### src/rtl/shftreg_rr_ctrl_if.sv
`default_nettype none
// ============================================================================
// Module      : shftreg_rr_ctrl_if
// Description : Request/serial bundle for shftreg_rr_ctrl. Two word-level
//               requesters (valid/ready/data) and one serial output stream.
//               master = producer/consumer side, slave = controller side.
// Revision    : 1.0 - initial release
// ============================================================================
interface shftreg_rr_ctrl_if #(
  parameter int LENGTH = 6
);
  logic              req0_valid;
  logic [LENGTH-1:0] req0_data;
  logic              req0_ready;
  logic              req1_valid;
  logic [LENGTH-1:0] req1_data;
  logic              req1_ready;
  logic              s_out;
  logic              s_valid;
  logic              s_ready;
  logic              s_first;
  logic              s_last;
  logic              s_src;

  modport master (
    output req0_valid, req0_data, req1_valid, req1_data, s_ready,
    input  req0_ready, req1_ready, s_out, s_valid, s_first, s_last, s_src
  );

  modport slave (
    input  req0_valid, req0_data, req1_valid, req1_data, s_ready,
    output req0_ready, req1_ready, s_out, s_valid, s_first, s_last, s_src
  );
endinterface
`default_nettype wire

### src/rtl/shftreg_rr_ctrl.sv
`default_nettype none
// ============================================================================
// Module      : shftreg_rr_ctrl
// Description : Two-requester round-robin controller feeding an MSB-first
//               shift register. Grants one word at a time, loads it in
//               parallel and shifts it out under downstream back-pressure,
//               tagging first/last bit and source.
//               Optional macro SHFTREG_RR_CTRL_GAP_EN inserts GAP_CYCLES idle
//               cycles (plus one IDLE cycle) after every word.
// Revision    : 1.0 - initial release
// ============================================================================
module shftreg_rr_ctrl #(
  parameter int LENGTH     = 6,
  parameter int GAP_CYCLES = 2
) (
  input  logic                clk,
  input  logic                rst_n,
  shftreg_rr_ctrl_if.slave    bus,
  output logic                busy
);

  localparam int              CNT_W    = $clog2(LENGTH);
  localparam logic [CNT_W-1:0] LAST_BIT = CNT_W'(LENGTH - 1);

  typedef enum logic [1:0] {
    ST_IDLE  = 2'd0,
    ST_SHIFT = 2'd1
`ifdef SHFTREG_RR_CTRL_GAP_EN
    , ST_GAP = 2'd2
`endif
  } state_t;

  state_t            state_q, state_d;
  logic [LENGTH-1:0] sreg_q, sreg_d;
  logic [CNT_W-1:0]  bit_cnt_q, bit_cnt_d;
  logic              last_src_q, last_src_d;
  logic              src_q, src_d;

  logic last_bit;
  logic load_slot;
  logic grant0, grant1;
  logic hs0, hs1;

`ifdef SHFTREG_RR_CTRL_GAP_EN
  localparam int              GAP_W    = $clog2(GAP_CYCLES + 1);
  localparam logic [GAP_W-1:0] GAP_LAST = GAP_W'(GAP_CYCLES - 1);
  logic [GAP_W-1:0] gap_cnt_q, gap_cnt_d;
`else
  // The gap length only matters when the gap state is built.
  logic unused_gap_cycles;
  assign unused_gap_cycles = (GAP_CYCLES > 0);
`endif

  // Arbitration and load window: grant is purely a function of valids and
  // the previous winner; ready is additionally held low while in reset.
  always_comb begin
    last_bit = (state_q == ST_SHIFT) && (bit_cnt_q == LAST_BIT);
`ifdef SHFTREG_RR_CTRL_GAP_EN
    load_slot = (state_q == ST_IDLE);
`else
    load_slot = (state_q == ST_IDLE) || (last_bit && bus.s_ready);
`endif
    grant0 = bus.req0_valid && (!bus.req1_valid || last_src_q);
    grant1 = bus.req1_valid && (!bus.req0_valid || !last_src_q);
    hs0    = grant0 && load_slot && rst_n;
    hs1    = grant1 && load_slot && rst_n;
  end

  assign bus.req0_ready = grant0 && load_slot && rst_n;
  assign bus.req1_ready = grant1 && load_slot && rst_n;

  assign bus.s_valid = (state_q == ST_SHIFT);
  assign bus.s_out   = sreg_q[LENGTH-1];
  assign bus.s_first = (state_q == ST_SHIFT) && (bit_cnt_q == '0);
  assign bus.s_last  = last_bit;
  assign bus.s_src   = src_q;
  assign busy        = (state_q != ST_IDLE);

  // Next-state: shift on accepted bits, leave SHIFT after the last bit, and
  // let a handshake override everything with a fresh parallel load.
  always_comb begin
    state_d    = state_q;
    sreg_d     = sreg_q;
    bit_cnt_d  = bit_cnt_q;
    last_src_d = last_src_q;
    src_d      = src_q;
`ifdef SHFTREG_RR_CTRL_GAP_EN
    gap_cnt_d  = gap_cnt_q;
`endif
    case (state_q)
      ST_IDLE: ;
      ST_SHIFT: begin
        if (bus.s_ready) begin
          sreg_d    = {sreg_q[LENGTH-2:0], 1'b0};
          bit_cnt_d = bit_cnt_q + 1'b1;
          if (last_bit) begin
            bit_cnt_d = '0;
`ifdef SHFTREG_RR_CTRL_GAP_EN
            state_d   = ST_GAP;
            gap_cnt_d = '0;
`else
            state_d   = ST_IDLE;
`endif
          end
        end
      end
`ifdef SHFTREG_RR_CTRL_GAP_EN
      ST_GAP: begin
        gap_cnt_d = gap_cnt_q + 1'b1;
        if (gap_cnt_q == GAP_LAST) begin
          state_d = ST_IDLE;
        end
      end
`endif
      default: state_d = ST_IDLE;
    endcase
    if (hs0 || hs1) begin
      sreg_d     = hs1 ? bus.req1_data : bus.req0_data;
      src_d      = hs1;
      last_src_d = hs1;
      bit_cnt_d  = '0;
      state_d    = ST_SHIFT;
    end
  end

  // State register with asynchronous reset; a reset mid-word drops the word.
  always_ff @(posedge clk or negedge rst_n) begin
    if (!rst_n) begin
      state_q    <= ST_IDLE;
      sreg_q     <= '0;
      bit_cnt_q  <= '0;
      last_src_q <= 1'b1;
      src_q      <= 1'b0;
    end else begin
      state_q    <= state_d;
      sreg_q     <= sreg_d;
      bit_cnt_q  <= bit_cnt_d;
      last_src_q <= last_src_d;
      src_q      <= src_d;
    end
  end

`ifdef SHFTREG_RR_CTRL_GAP_EN
  // Gap cycle counter, only meaningful while in the gap state.
  always_ff @(posedge clk or negedge rst_n) begin
    if (!rst_n) begin
      gap_cnt_q <= '0;
    end else begin
      gap_cnt_q <= gap_cnt_d;
    end
  end
`endif

endmodule
`default_nettype wire

### src/flat_wrapper.sv
// flat-port wrapper written by rule: the top's interface ports become plain ports
module shftreg_rr_ctrl_flat 
#(
  parameter int LENGTH     = 6,
  parameter int GAP_CYCLES = 2
)
  (clk, rst_n, busy, bus_req0_valid, bus_req0_data, bus_req1_valid, bus_req1_data, bus_s_ready, bus_req0_ready, bus_req1_ready, bus_s_out, bus_s_valid, bus_s_first, bus_s_last, bus_s_src);
  shftreg_rr_ctrl_if #(.LENGTH(LENGTH)) bus_i ();
  input  logic clk;
  input  logic rst_n;
  output logic busy;
  input wire logic [$bits(bus_i.req0_valid)-1:0] bus_req0_valid;
  input wire logic [$bits(bus_i.req0_data)-1:0] bus_req0_data;
  input wire logic [$bits(bus_i.req1_valid)-1:0] bus_req1_valid;
  input wire logic [$bits(bus_i.req1_data)-1:0] bus_req1_data;
  input wire logic [$bits(bus_i.s_ready)-1:0] bus_s_ready;
  output wire logic [$bits(bus_i.req0_ready)-1:0] bus_req0_ready;
  output wire logic [$bits(bus_i.req1_ready)-1:0] bus_req1_ready;
  output wire logic [$bits(bus_i.s_out)-1:0] bus_s_out;
  output wire logic [$bits(bus_i.s_valid)-1:0] bus_s_valid;
  output wire logic [$bits(bus_i.s_first)-1:0] bus_s_first;
  output wire logic [$bits(bus_i.s_last)-1:0] bus_s_last;
  output wire logic [$bits(bus_i.s_src)-1:0] bus_s_src;
  assign bus_i.req0_valid = bus_req0_valid;
  assign bus_i.req0_data = bus_req0_data;
  assign bus_i.req1_valid = bus_req1_valid;
  assign bus_i.req1_data = bus_req1_data;
  assign bus_i.s_ready = bus_s_ready;
  assign bus_req0_ready = bus_i.req0_ready;
  assign bus_req1_ready = bus_i.req1_ready;
  assign bus_s_out = bus_i.s_out;
  assign bus_s_valid = bus_i.s_valid;
  assign bus_s_first = bus_i.s_first;
  assign bus_s_last = bus_i.s_last;
  assign bus_s_src = bus_i.s_src;
  shftreg_rr_ctrl #(.LENGTH(LENGTH), .GAP_CYCLES(GAP_CYCLES)) u_core (.clk(clk), .rst_n(rst_n), .bus(bus_i), .busy(busy));
endmodule
### config.mk
export PLATFORM = sky130hd
export DESIGN_NAME = shftreg_rr_ctrl_flat
export DESIGN_NICKNAME = d
export VERILOG_FILES = /design/src/rtl/shftreg_rr_ctrl_if.sv /design/src/rtl/shftreg_rr_ctrl.sv /design/src/flat_wrapper.sv
export SDC_FILE = /design/constraint.sdc
export NUM_CORES = 1
export LEC_CHECK = 0
export BUFFER_PORTS_ARGS = -buffer_cell sky130_fd_sc_hd__buf_4
export CAP_MARGIN = 20
export CORE_MARGIN = 2
export CORE_UTILIZATION = 50
export CTS_BUF_LIST = sky130_fd_sc_hd__clkbuf_4 sky130_fd_sc_hd__clkbuf_8
export DETAILED_ROUTE_END_ITERATION = 8
export PLACE_DENSITY = 0.92
export SLEW_MARGIN = 40
export SYNTH_ARGS = -nofsm -noshare
export SYNTH_HDL_FRONTEND = slang
export SYNTH_SLANG_ARGS = --single-unit
export TNS_END_PERCENT = 5
### constraint.sdc
create_clock -name clk -period 1.6 [get_ports clk]
set_input_delay 0.08 -clock clk [delete_from_list [all_inputs] [get_ports clk]]
set_output_delay 0.08 -clock clk [all_outputs]
set_load 0.02 [all_outputs]
==> metrics.md <==
| Metric | Value |
|---|---|
| Status | `finished clean` |
| Remaining DRCs | `0` |
| Syn Nets | `99` |
| Largest net degree at the start of global routing | `16` |
| GR Overflow Total | `0` |
| Die H | `42.2 µm` |
| Dpl hpwl | `roughly 1200 µm` |
| Layout cells sized above 1 | `40.9%` |
| Fillers | `88` |
| Total GRT Usage | `between 20 and 25%` |
| XOR/XNOR Fraction of Synth Area | `0%` |
| Clock transition at path regs | `0.08 ns` |
| Post-synth top area share | `37.7%` |
| Final setup fails | `0` |
| Final ANT Viol Nets | `0` |
| Area grow syn2layout | `40.9%` |
| Core Box Area | `1330 µm²` |
| CTS Buf Count | `3` |
| CP Data Arrival Time | `1.51 ns` |
| Post-synthesis compound-gate area fraction | `slightly below 30%` |
| P_sw | `0.550 mW` |
| CP Max Fanout | `5` |
| Antenna violations before repair | `0` |
| Crit Path Category | `reg -> out` |
| FF+latch count, synth | `12` |
| WHS | `0.0784 ns` |
| CP Launch Type | `register` |
| Power, Total | `1.41 mW` |
| Max Slew Vio Count | `0` |
| Switching Fraction | `38.9%` |
| Placement row count | `13` |
| CTS root buffer | `clkbuf_4` |
| Layout Nets | `131` |
| GP Congestion | `0.785` |
| I/O Pins | `25` |
| Drt pass-1 iters | `4` |
| Clock Skew | `0.00678 ns` |
| Leading area contributor after synthesis | `dfrtp_1` |
| Clock Power Share | `between 10% and 20%` |
| Post-Synth Adder-Cell Area | `5.14%` |
| Leak | `0.483 nW` |
| Reg-to-reg slack, setup | `0.13 ns` |
| Worst Hold Class | `in -> reg` |
| DR vias/cell | `5.64` |
| Worst-Margin Slew | `around 0.27 ns` |
| Post-synthesis sequential area ratio | `41.3%` |
| Pint | `0.864 mW` |
| Simple-Gate Fraction of Synth Area | `13.9%` |
| Max_cap viols | `0` |
| Setup_tns | `0 ns` |
| Slew margin rel. | `roughly four fifths` |
| Comb pwr share | `a little under half` |
| Final Hold Fails | `0` |
| Total wire length | `1780 µm` |
| CTS tree | `yes` |
| Largest family of logic cells by synthesized area | `compound AO/OA/AOI/OAI gates` |
| Avg Cell Area, Syn | `9.25 µm²` |
| Diodes inserted | `0` |
| Clk buf depth | `2` |
| Die area | `1780 µm²` |
| Effective utilization at floorplan | `54.8%` |
| Largest cells by area after synthesis | `dfrtp_1 (38%), o32a_1 (5.5%), ha_1 (5.1%)` |
| Commonest non-fill, non-tap cells in the layout | `buf_4 (27), dfrtp_1 (10), inv_1 (7), nand2_1 (7), nor2_1 (6)` |
| Die width | `42.2 µm` |
| First-pass GRT wire length | `between 3000 and 4000 µm` |
| Tmin final | `1.59 ns` |
| Latest clock arrival within the worst-skew pair | `0.28 ns` |
| Mux cell area share after synthesis | `under 10%` |
| Post-Syn Area | `731 µm²` |
| Vias in the first global route | `between 600 and 700` |
| Final period util | `99.4%` |
| Clock sink count | `12` |
| 1st-iter DRT viols | `19` |
| Cells after Synth | `79` |
| Routed vias | `705` |
| Peak VDD IR | `1.01 mV` |
| Most common cell after layout, fill and taps aside | `buf_4` |
| Unrepaired setup endpoints after global routing | `yes` |
| Depth of the CTS H-tree | `1` |
| CP endpoint kind | `output pin` |
| Yosys warns | `0` |
| Cell variety after synth | `30` |
| Max Fclk | `0.629 GHz` |
| WP data required | `1.52 ns` |
| Port bufs | `24` |
| Pwr/cell area | `1370 nW/µm²` |
| Flop pwr share | `37.0%` |
| Routed wire length per instance | `roughly 14 µm` |
## kinds of logic after synthesis
| family | after synthesis |
|---|---|
| compound gates | 30 |
| simple gates | 21 |
| flops | 12 |
| buf+inv | 11 |
| fa+ha+maj | 3 |
| mux | 2 |
## flip-flops by register name (all words and copies together), names as in the netlist
| register | cells |
|---|---|
| u_core.state_q | 1 |
| u_core.bit_cnt_q | 3 |
| u_core.sreg_q | 6 |
| u_core.last_src_q | 1 |
| u_core.bus.s_src | 1 |
## cell type report
type | count | area [µm²] | area share (%)
Timing Repair Buffer | 30 | 234 | 22.7
Multi-Input combinational cell | 56 | 414 | 40.2
Tap cell | 15 | 18.8 | 1.82
Inverter | 8 | 30.0 | 2.92
Clock buffer | 4 | 30.0 | 2.92
Sequential cell | 12 | 303 | 29.4
## power groups by stage
| stage | logic [mW] | clock network [mW] | registers, mW |
|---|---|---|---|
| CTS | 0.656 | 0.220 | 0.517 |
| detailed placement | 0.598 | 0 | 0.519 |
| floorplan | 0.381 | 0 | 0.532 |
| global placement | 0.578 | 0 | 0.508 |
| finish | 0.675 | 0.215 | 0.524 |
| global route | 0.749 | 0.235 | 0.547 |
## timing repair
action / in CTS / in global routing
hold buffers: 2 / 0
buffers inserted: 1 / 1
endpoints found under the hold margin: 13 / 0
gates resized for setup: 6 / 3
setup endpoints to repair: 2 / 2
pin swaps: 1 / 2
## path summary, 6_finish.rpt
path / to / startpoint / depth (start not counted)
worst max-delay path: bus_req1_ready / u_core.bit_cnt_q[0] / 5
worst min-delay path: u_core.bus.s_src / bus_req1_valid / 3
worst max register to register: u_core.sreg_q[1] / u_core.last_src_q / 4
worst min register to register: u_core.sreg_q[2] / u_core.sreg_q[2] / 2
max in group asynchronous: u_core.last_src_q / rst_n / 2
min in group asynchronous: u_core.sreg_q[5] / rst_n / 2
## per-layer routing
layer,part of all wire (%),vias to the layer above,global-route usage (%)
li1,-,349,-
met5,0,-,0
met1,41,328,26.2
met4,1.5,0,5.63
met2,51,22,38.8
met3,6.6,6,9.48
## critical path, cell delays in order, from the launching register on
cell and delay [ns]:
dfrtp_2 0.44, ha_4 0.19, and3_4 0.19, o21ai_4 0.20
nor2_1 0.06, buf_4 0.16
## synthesized netlist by cell type
cell and count:
a2bb2oi_1 1, nor3_2 1, o21ai_1 6, o32a_1 4, o21ai_2 1, inv_1 8
buf_2 1, ha_1 3, dfrtp_1 11, a22oi_1 1, a21boi_2 1, nor2_1 6
a31oi_1 2, nand3_1 2, buf_4 2, o21ai_0 1, o22ai_1 3, nand2_1 7
o211ai_1 1, and2b_1 1, nand2_2 1, mux2_2 2, o21a_1 1, a21oi_4 1
a21bo_1 1, dfstp_2 1, or3_1 1, and3_1 2, o32ai_1 1, a21oi_1 5
## metrics by stage
stage / utilization [%] / std cells / setup WS [ns] / instance area [µm²]
CTS: 75.8 / 124 / -0.00647 / 1010
global placement: 69.3 / 117 / 0.0554 / 925
floorplan: - / 79 / 0.0625 / 731
detailed placement: 69.3 / 117 / 0.0234 / 925
global route: 77.2 / 125 / -0.0634 / 1030
finish: 77.2 / 125 / 0.00899 / 1030
(Power assumes the default switching activity.)
